## config.mk

```make
export PLATFORM = sky130hd
export DESIGN_NAME = pdm_capture_ctrl
export DESIGN_NICKNAME = d
export VERILOG_FILES = /design/src/rtl/pdm_capture_ctrl.sv
export SDC_FILE = /design/constraint.sdc
export NUM_CORES = 1
export LEC_CHECK = 0
export ABC_AREA = 1
export CORE_ASPECT_RATIO = 1.75
export CORE_UTILIZATION = 45
export DETAILED_ROUTE_END_ITERATION = 16
export DONT_BUFFER_PORTS = 1
export HOLD_SLACK_MARGIN = 0.08
export PLACE_DENSITY_LB_ADDON = 0.2
export SYNTH_ARGS = -nofsm -noshare
export SYNTH_HDL_FRONTEND = slang
export SYNTH_SLANG_ARGS = --single-unit
```

## constraint.sdc

```tcl
create_clock -name clk -period 1.9 [get_ports clk]
set_input_delay 0.57 -clock clk [delete_from_list [all_inputs] [get_ports clk]]
set_output_delay 0.57 -clock clk [all_outputs]
set_load 0.03 [all_outputs]
```

## src/rtl/pdm_capture_ctrl.sv

```systemverilog
// -----------------------------------------------------------------------------
// pdm_capture_ctrl
//
// Purpose:
//   Sequences one PDM microphone capture. While idle the PDM clock generator
//   is held in reset. On an accepted start the generator is released and the
//   microphone wake-up period (WAKE_CYCLES mic-clock rising strobes) is
//   discarded. After that, one PDM bit is sampled on every rising strobe and
//   packed MSB-first into WORD_W-bit words. num_words words are offered on an
//   AXI-Stream-style output. A completed word that cannot be handed over
//   because the previous one is still stalled is dropped and flagged in the
//   sticky overflow bit. The controller then drains the output and returns to
//   idle with a one-cycle done pulse.
//
// Ports:
//   clk, rst     system clock; synchronous active-high reset
//   start        one-cycle capture request (only honoured when idle)
//   stop         abort request (honoured during wake-up and capture)
//   num_words    number of words to capture, latched on accepted start
//   busy         high whenever the controller is not idle
//   done         one-cycle pulse on return to idle
//   gen_rst      reset to the PDM clock generator (1 = hold in reset)
//   clk_rising   generator strobe, one cycle per mic-clock rising edge
//   pdm_data     synchronised microphone data bit
//   m_tdata      packed word, first captured bit in the MSB
//   m_tvalid     word valid
//   m_tready     downstream accept
//   m_tlast      marks the final word (index num_words-1)
//   overflow     sticky: a word was dropped due to backpressure
// -----------------------------------------------------------------------------
module pdm_capture_ctrl #(
    parameter int WORD_W      = 16,
    parameter int WAKE_CYCLES = 1024,
    parameter int CNT_W       = 16
) (
    input  logic              clk,
    input  logic              rst,
    input  logic              start,
    input  logic              stop,
    input  logic [CNT_W-1:0]  num_words,
    output logic              busy,
    output logic              done,
    output logic              gen_rst,
    input  logic              clk_rising,
    input  logic              pdm_data,
    output logic [WORD_W-1:0] m_tdata,
    output logic              m_tvalid,
    input  logic              m_tready,
    output logic              m_tlast,
    output logic              overflow
);

    localparam int BIT_W  = $clog2(WORD_W);
    localparam int WAKE_W = (WAKE_CYCLES > 1) ? $clog2(WAKE_CYCLES) : 1;
    localparam logic [BIT_W-1:0]  LAST_BIT  = BIT_W'(WORD_W - 1);
    localparam logic [WAKE_W-1:0] LAST_WAKE = WAKE_W'(WAKE_CYCLES - 1);

    typedef enum logic [1:0] {
        S_IDLE,
        S_WAKE,
        S_CAPTURE,
        S_FLUSH
    } state_t;

    state_t              r_state;
    state_t              w_state_nxt;

    logic [CNT_W-1:0]    r_num_words, w_num_words_nxt;
    logic [WAKE_W-1:0]   r_wake_cnt,  w_wake_cnt_nxt;
    logic [BIT_W-1:0]    r_bit_cnt,   w_bit_cnt_nxt;
    logic [CNT_W-1:0]    r_word_cnt,  w_word_cnt_nxt;
    logic [WORD_W-1:0]   r_sr,        w_sr_nxt;
    logic [WORD_W-1:0]   r_tdata,     w_tdata_nxt;
    logic                r_tvalid,    w_tvalid_nxt;
    logic                r_tlast,     w_tlast_nxt;
    logic                r_overflow,  w_overflow_nxt;
    logic                r_busy,      w_busy_nxt;
    logic                r_done,      w_done_nxt;
    logic                r_gen_rst,   w_gen_rst_nxt;

    logic [WORD_W-1:0]   w_sr_shift;
    logic                w_last_word;
    logic                w_can_load;

    // State register.
    always_ff @(posedge clk) begin
        if (rst) begin
            r_state <= S_IDLE;
        end else begin
            r_state <= w_state_nxt;
        end
    end

    // Next-state, datapath and registered-output computation. The output
    // stage is updated from the next state, so busy/gen_rst change in the
    // same cycle the new state becomes visible.
    always_comb begin
        w_state_nxt     = r_state;
        w_num_words_nxt = r_num_words;
        w_wake_cnt_nxt  = r_wake_cnt;
        w_bit_cnt_nxt   = r_bit_cnt;
        w_word_cnt_nxt  = r_word_cnt;
        w_sr_nxt        = r_sr;
        w_tdata_nxt     = r_tdata;
        w_tvalid_nxt    = r_tvalid;
        w_tlast_nxt     = r_tlast;
        w_overflow_nxt  = r_overflow;
        w_done_nxt      = 1'b0;

        w_sr_shift  = {r_sr[WORD_W-2:0], pdm_data};
        w_last_word = (r_word_cnt == (r_num_words - CNT_W'(1)));
        w_can_load  = !r_tvalid || m_tready;

        // A handshake empties the output slot; a word loaded this same
        // cycle below overrides this.
        if (r_tvalid && m_tready) begin
            w_tvalid_nxt = 1'b0;
            w_tlast_nxt  = 1'b0;
        end

        case (r_state)
            S_IDLE: begin
                if (start) begin
                    if (num_words != '0) begin
                        w_state_nxt     = S_WAKE;
                        w_num_words_nxt = num_words;
                        w_wake_cnt_nxt  = '0;
                        w_bit_cnt_nxt   = '0;
                        w_word_cnt_nxt  = '0;
                        w_overflow_nxt  = 1'b0;
                    end else begin
                        w_done_nxt = 1'b1;
                    end
                end
            end

            S_WAKE: begin
                if (stop) begin
                    w_state_nxt = S_FLUSH;
                end else if (clk_rising) begin
                    if (r_wake_cnt == LAST_WAKE) begin
                        w_state_nxt = S_CAPTURE;
                    end else begin
                        w_wake_cnt_nxt = r_wake_cnt + WAKE_W'(1);
                    end
                end
            end

            // Stop takes priority over a word completing on the same strobe,
            // so that word is discarded along with any partial bits.
            S_CAPTURE: begin
                if (stop) begin
                    w_state_nxt   = S_FLUSH;
                    w_bit_cnt_nxt = '0;
                end else if (clk_rising) begin
                    w_sr_nxt = w_sr_shift;
                    if (r_bit_cnt == LAST_BIT) begin
                        w_bit_cnt_nxt  = '0;
                        w_word_cnt_nxt = r_word_cnt + CNT_W'(1);
                        if (w_can_load) begin
                            w_tdata_nxt  = w_sr_shift;
                            w_tvalid_nxt = 1'b1;
                            w_tlast_nxt  = w_last_word;
                        end else begin
                            w_overflow_nxt = 1'b1;
                        end
                        if (w_last_word) begin
                            w_state_nxt = S_FLUSH;
                        end
                    end else begin
                        w_bit_cnt_nxt = r_bit_cnt + BIT_W'(1);
                    end
                end
            end

            // Leave as soon as the output slot is empty or is being emptied.
            S_FLUSH: begin
                if (w_can_load) begin
                    w_state_nxt = S_IDLE;
                    w_done_nxt  = 1'b1;
                end
            end

            default: begin
                w_state_nxt = S_IDLE;
            end
        endcase

        w_busy_nxt    = (w_state_nxt != S_IDLE);
        w_gen_rst_nxt = (w_state_nxt == S_IDLE) || (w_state_nxt == S_FLUSH);
    end

    // Datapath and output registers.
    always_ff @(posedge clk) begin
        if (rst) begin
            r_num_words <= '0;
            r_wake_cnt  <= '0;
            r_bit_cnt   <= '0;
            r_word_cnt  <= '0;
            r_sr        <= '0;
            r_tdata     <= '0;
            r_tvalid    <= 1'b0;
            r_tlast     <= 1'b0;
            r_overflow  <= 1'b0;
            r_busy      <= 1'b0;
            r_done      <= 1'b0;
            r_gen_rst   <= 1'b1;
        end else begin
            r_num_words <= w_num_words_nxt;
            r_wake_cnt  <= w_wake_cnt_nxt;
            r_bit_cnt   <= w_bit_cnt_nxt;
            r_word_cnt  <= w_word_cnt_nxt;
            r_sr        <= w_sr_nxt;
            r_tdata     <= w_tdata_nxt;
            r_tvalid    <= w_tvalid_nxt;
            r_tlast     <= w_tlast_nxt;
            r_overflow  <= w_overflow_nxt;
            r_busy      <= w_busy_nxt;
            r_done      <= w_done_nxt;
            r_gen_rst   <= w_gen_rst_nxt;
        end
    end

    assign busy     = r_busy;
    assign done     = r_done;
    assign gen_rst  = r_gen_rst;
    assign m_tdata  = r_tdata;
    assign m_tvalid = r_tvalid;
    assign m_tlast  = r_tlast;
    assign overflow = r_overflow;

endmodule

```

Word level (Yosys, flattened, before mapping)
Index checks and enable logic that the tools add are counted.
{ "op_classes": {"addsub": 4, "n_eq_ne": 17, "mux": 52, "bitwise_logic": 1, "n_reduce_logical": 17} }
{ "op_table": {"columns": ["cell", "n"], "rows": [
  ["two-way mux 16 bit", 5],
  ["two-way mux 10 bit", 5],
  ["case mux 16 bit (2 select lines)", 1],
  ["two-way mux 1 bit", 21],
  ["two-way mux 2 bit", 10],
  ["two-way mux 4 bit", 5],
  ["case mux 10 bit (2 select lines)", 1],
  ["!= test 2 bit (second input constant)", 9],
  ["adder 16 x 1 -> 16 bit (second input constant)", 1],
  ["equality test 16 bit", 1],
  ["nonzero test 16 bit", 1],
  ["subtractor 16 x 1 -> 16 bit (second input constant)", 1],
  ["AND reduction 6 bit", 2],
  ["adder 10 x 1 -> 10 bit (second input constant)", 1],
  ["equality test 10 bit (second input constant)", 1],
  ["case mux 2 bit (4 select lines)", 1],
  ["case mux 4 bit (2 select lines)", 1],
  ["AND reduction 7 bit", 1],
  ["equality test 2 bit (second input constant)", 3],
  ["AND reduction 3 bit", 2],
  ["nonzero test 2 bit", 3],
  ["AND reduction 5 bit", 1],
  ["adder 4 x 1 -> 4 bit (second input constant)", 1],
  ["equality test 4 bit (second input constant)", 1],
  ["9 further kinds", 12]
]} }
{ "word_totals": {"ff_bits": 85, "in_bits": 23, "output_inout_bits": 22, "word_cells": 104} }

Depth between registers and ports, before layout
{ "depth": {"word_depth": 9, "depth_mapped": 18, "ltp_nobuf": 18} }

Worst setup path before layout
No wires, ideal clock.
{ "synth_timing": {"kind": "register -> register", "from": "register r_num_words[0]", "to": "register r_gen_rst (netlist: gen_rst)", "setup_time_ps": 125, "arrival_ps": 1931, "required_time_ps": 1775, "setup_slack_ps": -156, "path_stages_with_launch": 18, "path_buffers": 0, "period_less_slack_ps": 2056, "path_cell_list": "dfxtp_1 > inv_1 > ha_1 > nand3_1 > nor2_1 > nand3_1 > nand2_1 > inv_1 > nor2_1 > nand2_1 > nor2_1 > nand3_1 > nand2_1 > nand2_1 > nand2_1 > nand2_1 > ha_1 > nand2_1"} }
{ "synth_between": {"elab_chain_cells": 9, "elab_cells_between_ends": 10, "cone_classes": "add/sub (1); eq/ne (2); mux (5); reduce/logical (2)"} }
{ "synth_rtl": {"columns": ["item", "line", "source"], "rows": [
  ["start: declaration", "68", "logic [CNT_W-1:0] r_num_words, w_num_words_nxt;"],
  ["start signal: assignment", "209", "r_num_words <= w_num_words_nxt;"],
  ["subtractor 16 x 1 -> 16 bit (*)", "111", "w_last_word = (r_word_cnt == (r_num_words - CNT_W'(1)));"],
  ["equality test 16 bit (*)", "111", null],
  ["two-way mux 2 bit (*)", "167", "if (w_last_word) begin"],
  ["two-way mux 2 bit (*)", "157", "if (r_bit_cnt == LAST_BIT) begin"],
  ["two-way mux 2 bit (*)", "155", "end else if (clk_rising) begin"],
  ["two-way mux 2 bit (*)", "152", "if (stop) begin"],
  ["case mux 2 bit (4 select lines) (*)", "121", "case (r_state)"],
  ["equality test 2 bit or zero test 2 bit (tied branches)", "190", "w_gen_rst_nxt = (w_state_nxt == S_IDLE) || (w_state_nxt == S_FLUSH);"],
  ["logical OR 1 bit (*)", "190", null],
  ["end signal: assignment", "220", "r_gen_rst <= w_gen_rst_nxt;"],
  ["end: declaration", "79", "logic r_gen_rst, w_gen_rst_nxt;"]
]} }
Every way passes the cells marked *; elsewhere a longest branch is shown, timed or not.
A chain may end at the register's enable or synchronous reset.

Worst setup path after layout
Ends and elaborated chain as after synthesis.

==> flow_metrics.env <==
export IMPL_ys_seq_area_frac=0.404
export IMPL_final_layout_size_suffix_gt1_frac=0.231
export IMPL_ys_async_sr_fraction=0
export IMPL_critPathRequiredTime_ns=2.12
export IMPL_htreeDepth=3
export IMPL_grt_max_degree=33
export IMPL_ys_flop_type="dfxtp_1"
export IMPL_netlist_instances=602
export IMPL_synth_common_cells="nand2_1 (123), nor2_1 (109), dfxtp_1 (85), inv_1 (59), a21oi_1 (50)"
export IMPL_peakVddDrop_uv=870
export IMPL_r2r_start="r_num_words[0]"
export IMPL_yosys_warnings=0
export IMPL_cts_tree="done"
export IMPL_arrival_ns=2.37
export IMPL_post_synth_top_count_cell="nand2_1"
export IMPL_rsz0062_at_grt="true"
export IMPL_wl_per_cell_um=13.8
export IMPL_r2r_end="gen_rst"
export IMPL_status="finished with violations"
export IMPL_initial_utilization=0.463
export IMPL_clock_fmax_ghz=0.465
export IMPL_final_antenna_net_count=0
export IMPL_gp_congestion=0.888
export IMPL_fin_worst_skew_ns=0.00613
export IMPL_io_pins=45
export IMPL_cts_root_buf="clkbuf_16"
export IMPL_worst_hold_startpoint="rst"
export IMPL_netlist_area_sq_um=4210
export IMPL_grt_pass1_wl_mm=18.0
export IMPL_dieHeight_um=130
export IMPL_first_pass_iters=4
export IMPL_period_needed_ns=2.15
export IMPL_synth_top_area_cell="dfxtp_1"
export IMPL_ctsHoldBuffers=0
export IMPL_final_cells=800
export IMPL_hold_class="in -> reg"
export IMPL_rows=46
export IMPL_final_cell_area_sq_um=5370
export IMPL_synth_area_leaders="dfxtp_1 (40%), nand2_1 (11%), nor2_1 (9.7%)"
export IMPL_drt_iter0_markers=213
export IMPL_end_kind="flop"
export IMPL_rrSetupSlack_ns=-0.25
export IMPL_cts_sinks=85
export IMPL_port_buffers=0
export IMPL_power_density_nw_per_um2=1260
export IMPL_timing_critical_path_from_type="flop"
export IMPL_dpl_cell_count=776
export IMPL_syn_area_per_cell_sq_um=6.99
export IMPL_final_util=0.591
export IMPL_antenna_cells=0
export IMPL_numCtsBuffers=9
export IMPL_setup_viol=4
export IMPL_cts_max_path_buffers=2
export IMPL_r2r_cells=14
export IMPL_area_growth_pct=27.6
export IMPL_crit_type="reg -> reg"
export IMPL_drt_total_wl_mm=11.1
export IMPL_overflow=0
export IMPL_track_usage=0.245
export IMPL_synth_nets=634
export IMPL_place_hpwl_mm=8.43
export IMPL_placed_area_sq_um=4850
export IMPL_yosys_cell_types_count=43
export IMPL_holdPathStages=1
export IMPL_drc=0
export IMPL_timing_setup_tns_ns=-0.456
export IMPL_violations="negative setup slack"
export IMPL_die_area_sq_um=9760
export IMPL_clk_insertion_delay_late_ns=0.34
export IMPL_maxCapViolCount=0
export IMPL_vias_per_cell=5.07
export IMPL_leakage_nw=2.36
export IMPL_core_sq_um=9090
export IMPL_ys_ff_latch=85
export IMPL_vias=4052
export IMPL_yosysTopAreaCellShare=0.404
export IMPL_fin_crit_sh=1.13
export IMPL_tightest_slew_ns=0.726
export IMPL_antenna_found_initial=0
export IMPL_num_nets_final=707
export IMPL_crit_fanout=3
export IMPL_maxSlewHeadroom=0.516
export IMPL_path_clk_slew_ns=0.07
export IMPL_hold_violations=0
export IMPL_hold_end="r_sr[4]"
export IMPL_fin_ws_ns=-0.250
export IMPL_fp_dieW_um=75.1
export IMPL_synth_edf_count=0
export IMPL_grt_pass1_vias=4033
export IMPL_finalMaxSlewViolations=0
power by group:
| group | switching, W | internal (W) | total [W] |
|---|---|---|---|
| sequential | 0.000188 | 0.00196 | 0.00215 |
| clock | 0.000762 | 0.00105 | 0.00181 |
| combinational | 0.00157 | 0.00123 | 0.00280 |
| total | 0.00252 | 0.00423 | 0.00676 |
worst max-delay path, stage by stage (launching register included):
cell and delay (ns):
dfxtp_2 0.35, inv_4 0.05, ha_4 0.26, xor2_1 0.13
o21ai_1 0.08, nor2_1 0.18, nand4_1 0.18, nor2_4 0.15
nand3_2 0.08, nand2_1 0.07, nand2_1 0.06, nand2_1 0.07
nand2_2 0.07, ha_4 0.26, nand2_1 0.04
area by class of cell:
type / count / area (sq um)
fillers: 872 / 3720
repair buffers: 77 / 598
multi-input cells: 440 / 2370
clock buffers: 10 / 229
inverters: 62 / 244
well taps: 120 / 150
flip-flops and latches: 85 / 1710
clock inverters: 6 / 76.3
through the flow:
stage	hold WS [ns]	total power [W]	setup slack, ns
detailed placement	0.464	0.00468	-0.388
CTS	0.284	0.00655	-0.249
global route	0.276	0.00722	-0.398
global placement	0.446	0.00464	-0.324
floorplan	0.430	0.00368	-0.00699
finish	0.291	0.00676	-0.250
placed cells by master (no fill, tap or decap), drive strengths merged:
cell | netlist | layout
xor2 | 15 | 15
nand3b | 5 | 5
inv | 61 | 64
o21a | 1 | 1
clkbuf | 10 | 10
o22ai | 1 | 1
nor3b | 4 | 4
dfxtp | 85 | 85
nand3 | 26 | 26
a31oi | 2 | 2
a211oi | 6 | 6
xnor2 | 2 | 2
nor2 | 116 | 116
nor3 | 14 | 14
and2 | 1 | 1
nand2 | 129 | 129
nand4 | 3 | 3
a311oi | 1 | 1
clkinvlp | 0 | 1
o211ai | 1 | 1
clkinv | 1 | 2
or2 | 1 | 1
bufinv | 0 | 1
ha | 9 | 9
a21o | 1 | 1
o21bai | 1 | 1
and3 | 1 | 1
o21ai | 48 | 48
a31o | 1 | 1
a21oi | 50 | 50
buf | 5 | 77
nor4 | 1 | 1
worst max path at each step:
| stage | startpoint | endpoint | slack, ns | depth (start not counted) |
|---|---|---|---|---|
| 2_1_floorplan | clk_rising | r_word_cnt[15] | -0.007 | 15 |
| 3_3_place_gp | r_num_words[1] | gen_rst | -0.32 | 17 |
| 3_5_place_dp | r_num_words[1] | gen_rst | -0.39 | 17 |
| 4_1_cts | r_num_words[1] | gen_rst | -0.25 | 16 |
| 5_1_grt | r_num_words[1] | gen_rst | -0.40 | 17 |
| 6_report | r_num_words[0] | gen_rst | -0.25 | 14 |
cell families after synthesis:
| group | after synthesis | synth area share |
|---|---|---|
| and+or+nand+nor | 301 | 0.315 |
| AOI/OAI and AO/OA | 113 | 0.148 |
| DFF | 85 | 0.404 |
| buffers and inverters | 77 | 0.0710 |
| xor gates and xnor gates | 17 | 0.0354 |
| adders and majority gates | 9 | 0.0268 |
registers in the layout (all words and copies together), names as in the netlist, 2 cells and up:
signal and count:
r_sr 15, m_tdata 16, r_word_cnt 16, r_bit_cnt 4
r_wake_cnt 10, r_num_words 16, r_state 2
what timing repair did:
action | 4_1_cts | 5_1_grt
gates cloned | 0 | 0
pin swaps | 14 | 16
buffers inserted | 4 | 4
gates resized for setup | 15 | 39
setup endpoints to repair | 21 | 50
routing by layer:
| layer | GRT usage | share of wire | vias up |
|---|---|---|---|
| li1 | - | - | 2088 |
| met1 | 0.252 | 0.38 | 1854 |
| met2 | 0.454 | 0.55 | 88 |
| met3 | 0.0463 | 0.041 | 22 |
| met4 | 0.122 | 0.031 | 0 |
| met5 | 0 | 0 | - |
(Power assumes the default switching activity.)
